**config.mk**
```make
export PLATFORM = sky130hd
export DESIGN_NAME = mem_arbiter_rr_flat
export DESIGN_NICKNAME = d
export VERILOG_FILES = /design/src/rtl/mem_arbiter_rr_if.sv /design/src/rtl/mem_arbiter_rr.sv /design/src/flat_wrapper.sv
export SDC_FILE = /design/constraint.sdc
export NUM_CORES = 1
export LEC_CHECK = 0
export BUFFER_PORTS_ARGS = -buffer_cell sky130_fd_sc_hd__buf_2
export CORE_AREA = 2 2 83 85
export CTS_CLUSTER_DIAMETER = 150
export CTS_CLUSTER_SIZE = 30
export DETAILED_ROUTE_END_ITERATION = 12
export DIE_AREA = 0 0 85 87
export PLACE_DENSITY_LB_ADDON = 0.25
export SETUP_SLACK_MARGIN = 0.2
export SYNTH_ARGS = -nofsm -noshare
export SYNTH_HDL_FRONTEND = slang
export SYNTH_SLANG_ARGS = --single-unit
```
**constraint.sdc**
```tcl
create_clock -name clk -period 2.55 [get_ports clk]
set_input_delay 0 -clock clk [delete_from_list [all_inputs] [get_ports clk]]
set_output_delay 0 -clock clk [all_outputs]
set_load 0.05 [all_outputs]
```
**src/rtl/mem_arbiter_rr_if.sv**
```systemverilog
// Requester/memory bus bundle shared between the requesters and mem_arbiter_rr.
// The master side drives requests and reads grants; the slave side is the arbiter.
interface mem_arbiter_rr_if #(
  parameter int unsigned NUM_REQ    = 4,
  parameter int unsigned ADDR_WIDTH = 8,
  parameter int unsigned DATA_WIDTH = 32
);

  logic [NUM_REQ-1:0]            req;
  logic [NUM_REQ*ADDR_WIDTH-1:0] addrIn;
  logic [NUM_REQ*DATA_WIDTH-1:0] dataIn;
  logic [NUM_REQ-1:0]            readWriteIn;
  logic [NUM_REQ-1:0]            grant;
  logic                          memEnabled;
  logic [ADDR_WIDTH-1:0]         memAddress;
  logic [DATA_WIDTH-1:0]         memDataOut;
  logic                          memReadWrite;
  logic                          revoked;

  modport master (
    output req, addrIn, dataIn, readWriteIn,
    input  grant, memEnabled, memAddress, memDataOut, memReadWrite, revoked
  );

  modport slave (
    input  req, addrIn, dataIn, readWriteIn,
    output grant, memEnabled, memAddress, memDataOut, memReadWrite, revoked
  );

endinterface

```
**src/rtl/mem_arbiter_rr.sv**
```systemverilog
// Round-robin arbiter for the single-port shared memory. Grants one requester at a
// time, muxes its address/data/strobe onto the memory port, and revokes a grant that
// has kept another requester waiting for MAX_HOLD cycles.
module mem_arbiter_rr #(
  parameter int unsigned NUM_REQ    = 4,
  parameter int unsigned ADDR_WIDTH = 8,
  parameter int unsigned DATA_WIDTH = 32,
  parameter int unsigned MAX_HOLD   = 16
) (
  input logic             clk,
  input logic             resetN,
  mem_arbiter_rr_if.slave bus
);

  localparam int unsigned OwnW  = $clog2(NUM_REQ);
  // Keep at least one bit so MAX_HOLD = 0 still elaborates; the counter then stays 0.
  localparam int unsigned HoldW = (MAX_HOLD == 0) ? 1 : $clog2(MAX_HOLD + 1);
  localparam logic [HoldW-1:0] HoldLast = (MAX_HOLD == 0) ? '0 : HoldW'(MAX_HOLD - 1);
  localparam logic [OwnW-1:0]  LastInit = OwnW'(NUM_REQ - 1);

  typedef enum logic {StIdle, StGrant} stateT;

  stateT               stateQ;
  logic [NUM_REQ-1:0]  grantQ;
  logic                revokedQ;
  logic [OwnW-1:0]     lastOwnerQ;
  logic [HoldW-1:0]    holdCntQ;

  logic                pickValid;
  logic [OwnW-1:0]     pick;
  logic                ownerReq;
  logic                othersReq;
  logic [ADDR_WIDTH-1:0] muxAddr;
  logic [DATA_WIDTH-1:0] muxData;
  logic                  muxRw;

  // While granted, lastOwnerQ is the current owner.
  assign ownerReq  = bus.req[lastOwnerQ];
  assign othersReq = |(bus.req & ~grantQ);

  // Next owner: first requester above lastOwnerQ, otherwise wrap to the lowest one.
  always_comb begin
    pickValid = 1'b0;
    pick      = '0;
    for (int i = 0; i < NUM_REQ; i++) begin
      if (!pickValid && bus.req[i] && (OwnW'(i) > lastOwnerQ)) begin
        pickValid = 1'b1;
        pick      = OwnW'(i);
      end
    end
    for (int i = 0; i < NUM_REQ; i++) begin
      if (!pickValid && bus.req[i] && (OwnW'(i) <= lastOwnerQ)) begin
        pickValid = 1'b1;
        pick      = OwnW'(i);
      end
    end
  end

  // Arbitration FSM with registered grant and revoke pulse.
  always_ff @(posedge clk) begin
    if (!resetN) begin
      stateQ     <= StIdle;
      grantQ     <= '0;
      revokedQ   <= 1'b0;
      lastOwnerQ <= LastInit;
      holdCntQ   <= '0;
    end else begin
      revokedQ <= 1'b0;
      unique case (stateQ)
        StIdle: begin
          if (pickValid) begin
            grantQ     <= NUM_REQ'(1) << pick;
            lastOwnerQ <= pick;
            holdCntQ   <= '0;
            stateQ     <= StGrant;
          end
        end
        StGrant: begin
          if (!ownerReq) begin
            grantQ <= '0;
            stateQ <= StIdle;
          end else if ((MAX_HOLD != 0) && othersReq && (holdCntQ == HoldLast)) begin
            grantQ   <= '0;
            revokedQ <= 1'b1;
            stateQ   <= StIdle;
          end else if (othersReq) begin
            // Saturate; with MAX_HOLD = 0 HoldLast is 0 so the counter never moves.
            if (holdCntQ != HoldLast) holdCntQ <= holdCntQ + 1'b1;
          end else begin
            holdCntQ <= '0;
          end
        end
        default: begin
          grantQ <= '0;
          stateQ <= StIdle;
        end
      endcase
    end
  end

  // Memory port mux: OR of the granted slice, all-zero when nobody owns the bus.
  always_comb begin
    muxAddr = '0;
    muxData = '0;
    muxRw   = 1'b0;
    for (int i = 0; i < NUM_REQ; i++) begin
      if (grantQ[i]) begin
        muxAddr = muxAddr | bus.addrIn[i*ADDR_WIDTH +: ADDR_WIDTH];
        muxData = muxData | bus.dataIn[i*DATA_WIDTH +: DATA_WIDTH];
        muxRw   = muxRw   | bus.readWriteIn[i];
      end
    end
  end

  assign bus.grant        = grantQ;
  assign bus.memEnabled   = |grantQ;
  assign bus.memAddress   = muxAddr;
  assign bus.memDataOut   = muxData;
  assign bus.memReadWrite = muxRw;
  assign bus.revoked      = revokedQ;

endmodule

```
**src/flat_wrapper.sv**
```systemverilog
// flat-port wrapper written by rule: the top's interface ports become plain ports
module mem_arbiter_rr_flat 
#(
  parameter int unsigned NUM_REQ    = 4,
  parameter int unsigned ADDR_WIDTH = 8,
  parameter int unsigned DATA_WIDTH = 32,
  parameter int unsigned MAX_HOLD   = 16
)
  (clk, resetN, bus_req, bus_addrIn, bus_dataIn, bus_readWriteIn, bus_grant, bus_memEnabled, bus_memAddress, bus_memDataOut, bus_memReadWrite, bus_revoked);
  mem_arbiter_rr_if #(.NUM_REQ(NUM_REQ), .ADDR_WIDTH(ADDR_WIDTH), .DATA_WIDTH(DATA_WIDTH)) bus_i ();
  input logic clk;
  input logic resetN;
  input wire logic [$bits(bus_i.req)-1:0] bus_req;
  input wire logic [$bits(bus_i.addrIn)-1:0] bus_addrIn;
  input wire logic [$bits(bus_i.dataIn)-1:0] bus_dataIn;
  input wire logic [$bits(bus_i.readWriteIn)-1:0] bus_readWriteIn;
  output wire logic [$bits(bus_i.grant)-1:0] bus_grant;
  output wire logic [$bits(bus_i.memEnabled)-1:0] bus_memEnabled;
  output wire logic [$bits(bus_i.memAddress)-1:0] bus_memAddress;
  output wire logic [$bits(bus_i.memDataOut)-1:0] bus_memDataOut;
  output wire logic [$bits(bus_i.memReadWrite)-1:0] bus_memReadWrite;
  output wire logic [$bits(bus_i.revoked)-1:0] bus_revoked;
  assign bus_i.req = bus_req;
  assign bus_i.addrIn = bus_addrIn;
  assign bus_i.dataIn = bus_dataIn;
  assign bus_i.readWriteIn = bus_readWriteIn;
  assign bus_grant = bus_i.grant;
  assign bus_memEnabled = bus_i.memEnabled;
  assign bus_memAddress = bus_i.memAddress;
  assign bus_memDataOut = bus_i.memDataOut;
  assign bus_memReadWrite = bus_i.memReadWrite;
  assign bus_revoked = bus_i.revoked;
  mem_arbiter_rr #(.NUM_REQ(NUM_REQ), .ADDR_WIDTH(ADDR_WIDTH), .DATA_WIDTH(DATA_WIDTH), .MAX_HOLD(MAX_HOLD)) u_core (.clk(clk), .resetN(resetN), .bus(bus_i));
endmodule
```
==> results.py, run 1 <==
metrics = {
    "run_status": {
        "status": "completed",
    },
    "critical_path": {
        "cp-start-kind": "flop",
        "slowest_delay_ns": 0.44,
        "required_ns": 2.70,
        "critical_path_class": "flop to flop",
        "crit_cells": 7,
        "crit_path_top_delay_cell": "or3_1",
        "cp_max_fo": 4,
        "regToRegStartpoint": "u_core.holdCntQ[0]",
        "cp_common_cell": "ha_1",
        "r2r_setup_slack_ns": 0.61,
        "path_cells": "ha_1, and3_1, ha_1, inv_1, a41oi_1, or3_1, a31o_1",
        "endpoint": "u_core.holdCntQ[0]",
        "critPathLaunch": "u_core.holdCntQ[0]",
        "timing.rr.end": "u_core.holdCntQ[0]",
        "critPathTopFamily": "simple AND/OR/NAND/NOR gates",
        "ff2ff_path_depth": 7,
        "cp_num_buf_inv": 1,
        "arrival_ns": 2.09,
        "endpoint_kind": "flop",
    },
    "yosys": {
        "synth_top_family_by_area": "compound AO/OA/AOI/OAI gates",
        "yosysWarnings": 0,
        "yosys.area.top_type_share_pct": 38.4,
        "avgSynthCellArea_um2": 6.90,
        "yosysMostFrequentCell": "a22oi_1",
        "synth_seq_area_share_pct": 16.2,
        "synth_common_cells": "a22oi_1 (82), nand2_1 (53), clkbuf_1 (14)",
        "synth_area_leader_cell": "a22oi_1",
        "synth_cells": 232,
        "synth_edf_count": 0,
        "synth_ff_type": "dfxtp_1",
        "synth_area_leaders": "a22oi_1 (38%), dfxtp_1 (16%), nand2_1 (12%)",
        "async_reset_ff_share_pct": 0,
        "synth_xor_area_share_pct": 0,
        "yosys.area_share.adder_pct": 1.56,
        "synth_mux_area_share_pct": 2.66,
        "synth_compound_area_share_pct": 48.1,
        "synth_area_um2": 1600,
        "yosys_register_bits": 13,
        "synth-simple-area-share_pct": 25.2,
        "synth_nets": 404,
        "synth.distinct_cells": 37,
    },
    "flow_run": {
        "drv_cap": 0,
    },
    "routing": {
        "dr.first_iter.drc_count": 110,
        "ant_nets": 0,
        "drc": 0,
        "routedWlPerCell_um": 15.3,
        "first_pass_iters": 5,
        "routed_wl_um": 7900,
        "viasPerCell": 5.13,
        "vias": 2643,
    },
    "global_routing": {
        "grt_pass1_wl_um": 11300,
        "grt_pass1_vias": 2334,
        "grt_usage_pct": 18.6,
        "grt-ovfl-total": 0,
        "antenna_found_initial": 0,
        "grt_max_degree": 45,
    },
    "timing": {
        "max_freq_mhz": 515,
        "setup-tns-final_ns": 0,
        "finalCriticalPeriod_ns": 1.94,
        "rsz0062_at_grt": "no",
        "finalSetupViolCount": 0,
        "drv_slew": 0,
        "post-route-period-util_pct": 76.1,
        "slew_headroom_pct": 67.3,
        "tightest_slew_ns": 0.491,
        "clock_skew_ns": 0.00708,
        "hold_violations": 0,
    },
    "layout": {
        "nets": 608,
        "n_fill_cell": 688,
        "area_delta_synth_final_pct": 73.2,
        "final_area_um2": 2770,
        "antenna_cells": 0,
        "drive_gt1_share_pct": 52.4,
    },
    "clocking": {
        "clock_sinks": 13,
        "htreeDepth": 1,
        "cts_tree": "done",
        "cts_buffers": 3,
        "cts_root_buf": "clkbuf_8",
        "postCtsHoldBufs": 0,
        "clk_latency_ns": 0.25,
        "path_clk_slew_ns": 0.06,
        "clockBufferDepth": 2,
        "post_cts_buffers": 0,
        "ctsResizeCount": 0,
    },
    "pwr": {
        "power.clock.fraction_pct": 13.2,
        "combinationalPowerShare_pct": 71.1,
        "switching_power_mw": 0.833,
        "leakage_nw": 1.59,
        "power_switching_share_pct": 57.3,
        "internal_power_mw": 0.620,
        "power_mw": 1.45,
        "powerDensity_nw_per_um2": 524,
        "peakVddDrop_mv": 0.254,
        "seqPwrFrac_pct": 15.7,
    },
    "floorplan": {
        "die_h_um": 87,
        "core_area_um2": 6570,
        "die-area_um2": 7400,
        "fp-row-count": 30,
        "die_w_um": 85,
        "num_io_pins": 217,
        "start_util_pct": 24.4,
    },
    "place": {
        "io_buffers": 216,
        "dpl_cell_area_um2": 2730,
        "gp_congestion": 0.774,
        "place_hpwl_um": 6130,
    },
    "hold_path": {
        "hold_path_class": "input port to flop",
    },
}
-- cell type report --
type	count	area, um^2	area share [%]
Clock buffer	3	41.3	1.49
Clock inverter	1	5.00	0.180
Inverter	4	15.0	0.541
Multi-Input combinational cell	194	1240	44.7
Sequential cell	13	260	9.38
Tap cell	80	100	3.61
Timing Repair Buffer	220	1110	40.1
-- flip-flops by register name (all words and copies together) (netlist names) --
register	count
u_core.bus.grant	4
u_core.lastOwnerQ	2
u_core.bus.revoked	1
u_core.stateQ	1
u_core.holdCntQ	5
-- layer usage --
layer / up-vias / track usage (%) / share of wire [%]
met3: 6 / 5.02 / 9.2
met1: 1206 / 24.7 / 43
met5: - / 0 / 0
li1: 1314 / - / -
met4: 0 / 3.61 / 0.58
met2: 117 / 30.5 / 47
-- power groups by stage --
stage	combinational (mW)	clock (mW)	sequential [mW]
finish	1.03	0.192	0.228
global route	1.10	0.205	0.229
CTS	1.04	0.191	0.228
detailed placement	1.03	0	0.232
floorplan	0.695	0	0.251
global placement	1.03	0	0.232
-- metrics by stage --
| stage | cells | util (%) | worst slack, ns | hold WS (ns) |
|---|---|---|---|---|
| 6_report | 515 | 42.2 | 0.608 | 0.00410 |
| 5_1_grt | 515 | 42.2 | 0.519 | 0.00695 |
| 4_1_cts | 515 | 42.2 | 0.609 | 0.00411 |
| 3_5_place_dp | 511 | 41.5 | 0.637 | 0.264 |
| 3_3_place_gp | 511 | 41.5 | 0.677 | 0.269 |
| 2_1_floorplan | 232 | - | 0.630 | 0.0889 |
-- kinds of logic after synthesis --
kind of cell	Yosys count
buf+inv	25
simple gates	87
compound gates	102
flops	13
fa+ha+maj	2
mux	3
-- worst min-delay path by stage --
stage	end	startpoint	slack (ns)	cells after the start
finish	u_core.lastOwnerQ[1]	resetN	0.004	2
global route	u_core.lastOwnerQ[1]	resetN	0.007	2
CTS	u_core.lastOwnerQ[1]	resetN	0.004	2
detailed placement	u_core.lastOwnerQ[1]	resetN	0.26	2
global placement	u_core.lastOwnerQ[0]	resetN	0.27	2
floorplan	u_core.lastOwnerQ[0]	resetN	0.09	1
-- cells in the final DEF, fill, tap and decap left out, types with 2 or more instances in the layout --
cell	count
buf_2	216
o22ai_1	2
and3_1	4
nand4_1	2
ha_1	2
o21a_1	2
a22oi_1	82
mux2i_1	2
nand3_1	6
o32ai_1	2
dfxtp_1	13
o21ai_0	4
buf_4	4
nor2b_1	3
clkbuf_8	3
inv_1	3
nand2_1	53
o211ai_1	2
nor2_1	4
nand2b_1	7
o311ai_0	2
(Power assumes the default switching activity.)
==> run 2: changes to the inputs <==
- ABC_AREA: default -> 1
- clock period: 2.55 -> 2 ns (I/O delays scaled with it)
==> run 2 against run 1 <==
Area after synthesis up 9.5%; via count up 14%; cell count up 22%; clock power up 23%; maximum frequency up 18%; worst setup slack worse by 0.25 ns; critical endpoint is now u_core.holdCntQ[3]; largest cell class unchanged; largest power group unchanged.
==> results.py, run 2 <==
metrics = {
    "run_status": {
        "status": "completed",
    },
    "layout": {
        "final_area_um2": 2950,
        "largest-register": "u_core.holdCntQ",
        "nets": 719,
        "drive_gt1_share_pct": 43.8,
        "most-common-layout-cells": "buf_2 (216), nand2_1 (186), nand4_1 (45), nand3_1 (13), dfxtp_1 (13)",
        "layout.cells.most_common": "buf_2",
        "largest_reg_flops": 5,
        "area_delta_synth_final_pct": 68.2,
        "antenna_cells": 0,
    },
    "yosys": {
        "synth_seq_area_share_pct": 14.8,
        "synth_common_cells": "nand2_1 (186), nand4_1 (45), clkbuf_1 (16)",
        "yosys_register_bits": 13,
        "yosysMostFrequentCell": "nand2_1",
        "synth_edf_count": 0,
        "yosys.area.top_type_share_pct": 39.8,
        "synth.distinct_cells": 28,
        "async_reset_ff_share_pct": 0,
        "synth_ff_type": "dfxtp_1",
        "synth_nets": 510,
        "avgSynthCellArea_um2": 5.19,
        "yosysWarnings": 0,
        "synth_area_um2": 1750,
        "synth_cells": 338,
        "synth_area_leader_cell": "nand2_1",
        "synth_area_leaders": "nand2_1 (40%), nand4_1 (16%), dfxtp_1 (15%)",
    },
    "place": {
        "gp_congestion": 0.852,
        "place_hpwl_um": 6660,
        "dpl_cell_area_um2": 2890,
        "io_buffers": 216,
    },
    "timing": {
        "hold_violations": 0,
        "finalCriticalPeriod_ns": 1.64,
        "setup-tns-final_ns": 0,
        "tightest_slew_ns": 0.460,
        "clock_skew_ns": 0.00219,
        "max_freq_mhz": 609,
        "finalSetupViolCount": 0,
        "rsz0062_at_grt": "no",
        "post-route-period-util_pct": 82.2,
        "drv_slew": 0,
        "slew_headroom_pct": 69.3,
    },
    "clocking": {
        "cts_root_buf": "clkbuf_8",
        "cts_tree": "done",
        "clk_latency_ns": 0.24,
        "htreeDepth": 1,
        "clock_sinks": 13,
        "path_clk_slew_ns": 0.06,
        "clockBufferDepth": 2,
        "cts_buffers": 3,
    },
    "critical_path": {
        "arrival_ns": 1.81,
        "cp-start-kind": "flop",
        "required_ns": 2.17,
        "critical_path_class": "flop to flop",
        "endpoint_kind": "flop",
        "cp_max_fo": 8,
    },
    "routing": {
        "vias": 3013,
        "ant_nets": 0,
        "drc": 0,
        "dr.first_iter.drc_count": 63,
        "routed_wl_um": 8340,
        "first_pass_iters": 5,
        "viasPerCell": 4.81,
        "routedWlPerCell_um": 13.3,
    },
    "floorplan": {
        "die_w_um": 85,
        "fp-row-count": 30,
        "die_h_um": 87,
        "core_area_um2": 6570,
        "num_io_pins": 217,
        "start_util_pct": 26.7,
        "die-area_um2": 7400,
    },
    "hold_path": {
        "hold_path_class": "input port to flop",
    },
    "global_routing": {
        "grt_max_degree": 44,
        "antenna_found_initial": 0,
        "grt_pass1_wl_um": 12600,
        "grt-ovfl-total": 0,
        "grt_usage_pct": 20.5,
        "grt_pass1_vias": 2681,
    },
    "pwr": {
        "power_switching_share_pct": 59.9,
        "combinationalPowerShare_pct": 73.7,
        "peakVddDrop_mv": 0.446,
        "seqPwrFrac_pct": 14.8,
        "power.clock.fraction_pct": 11.5,
        "switching_power_mw": 1.23,
        "internal_power_mw": 0.821,
        "powerDensity_nw_per_um2": 695,
        "leakage_nw": 1.63,
    },
    "flow_run": {
        "drv_cap": 0,
    },
}
-- run 2: changes by cell type in the layout (fill, tap and decap cells not counted), moves of 7 or more --
cell	before	now
a21oi_1	0	12
nand3_1	6	13
nand2b_1	7	0
nand2_1	53	186
a22oi_1	82	0
inv_1	3	12
nand4_1	2	45
-- run 2: worst paths after layout --
check	slack [ns]	end	start	cells after the start
worst max-delay path	0.36	u_core.holdCntQ[3]	u_core.holdCntQ[0]	9
worst min-delay path	0.14	u_core.bus.grant[1]	bus_req[1]	3
worst max register to register	0.36	u_core.holdCntQ[3]	u_core.holdCntQ[0]	9
worst min register to register	0.48	u_core.holdCntQ[4]	u_core.holdCntQ[4]	2
-- run 2: cells by family (layout without fill, tap and decap cells) --
family	count (synthesis)	in the layout	share of synthesized area [%]
adders and majority gates	2	2	1.43
xor gates and xnor gates	1	1	0.500
and+or+nand+nor	267	267	68.4
buffers and inverters	35	243	8.85
AOI/OAI and AO/OA	20	20	6.00
DFF	13	13	14.8
-- run 2: metal layers --
metal	global-route usage [%]	share of wire, %	up-vias
met3	3.51	7.7	6
met4	2.45	0.68	0
met2	37.1	49	115
met1	26.1	43	1356
met5	0	0	-
li1	-	-	1536
-- run 2: through the flow --
stage / setup slack (ns) / util [%] / hold WS, ns / instances / power [mW]
floorplan: 0.236 / - / 0.0841 / 338 / 1.37
global placement: 0.399 / 44.0 / 0.246 / 621 / 1.81
detailed placement: 0.346 / 44.0 / 0.243 / 621 / 1.82
CTS: 0.333 / 44.9 / 0.131 / 626 / 2.06
global route: 0.203 / 44.9 / 0.136 / 626 / 2.17
finish: 0.357 / 44.9 / 0.136 / 626 / 2.05
-- run 2: what timing repair did --
| action | CTS | global route |
|---|---|---|
| buffers inserted | 0 | 0 |
| endpoints found under the setup margin | 0 | 3 |
| endpoints found under the hold margin | 1 | 0 |
| resized for setup | 0 | 1 |
| hold buffers | 1 | 0 |
-- run 2: critical path: stages, from the launching register on --
cell	delay, ns
dfxtp_1	0.34
ha_1	0.21
nand2_1	0.08
nor2_1	0.05
ha_1	0.20
o21ai_2	0.10
nand3_2	0.20
nor2_2	0.18
nand2_1	0.07
a21oi_1	0.14
-- run 2: area by class of cell --
| cell class | count | area (um^2) |
|---|---|---|
| multi-input combinational | 290 | 1340 |
| tap | 80 | 100 |
| timing repair buffer | 225 | 1150 |
| clock buffer | 4 | 45.0 |
| sequential | 13 | 260 |
| fill | 763 | 3620 |
| inverter | 14 | 52.6 |
-- run 2: power by group through the flow --
stage	Combinational [mW]	Clock, mW	Sequential (mW)
detailed placement	1.51	0	0.309
global route	1.61	0.251	0.307
floorplan	1.04	0	0.334
CTS	1.52	0.238	0.303
global placement	1.50	0	0.308
finish	1.51	0.236	0.303
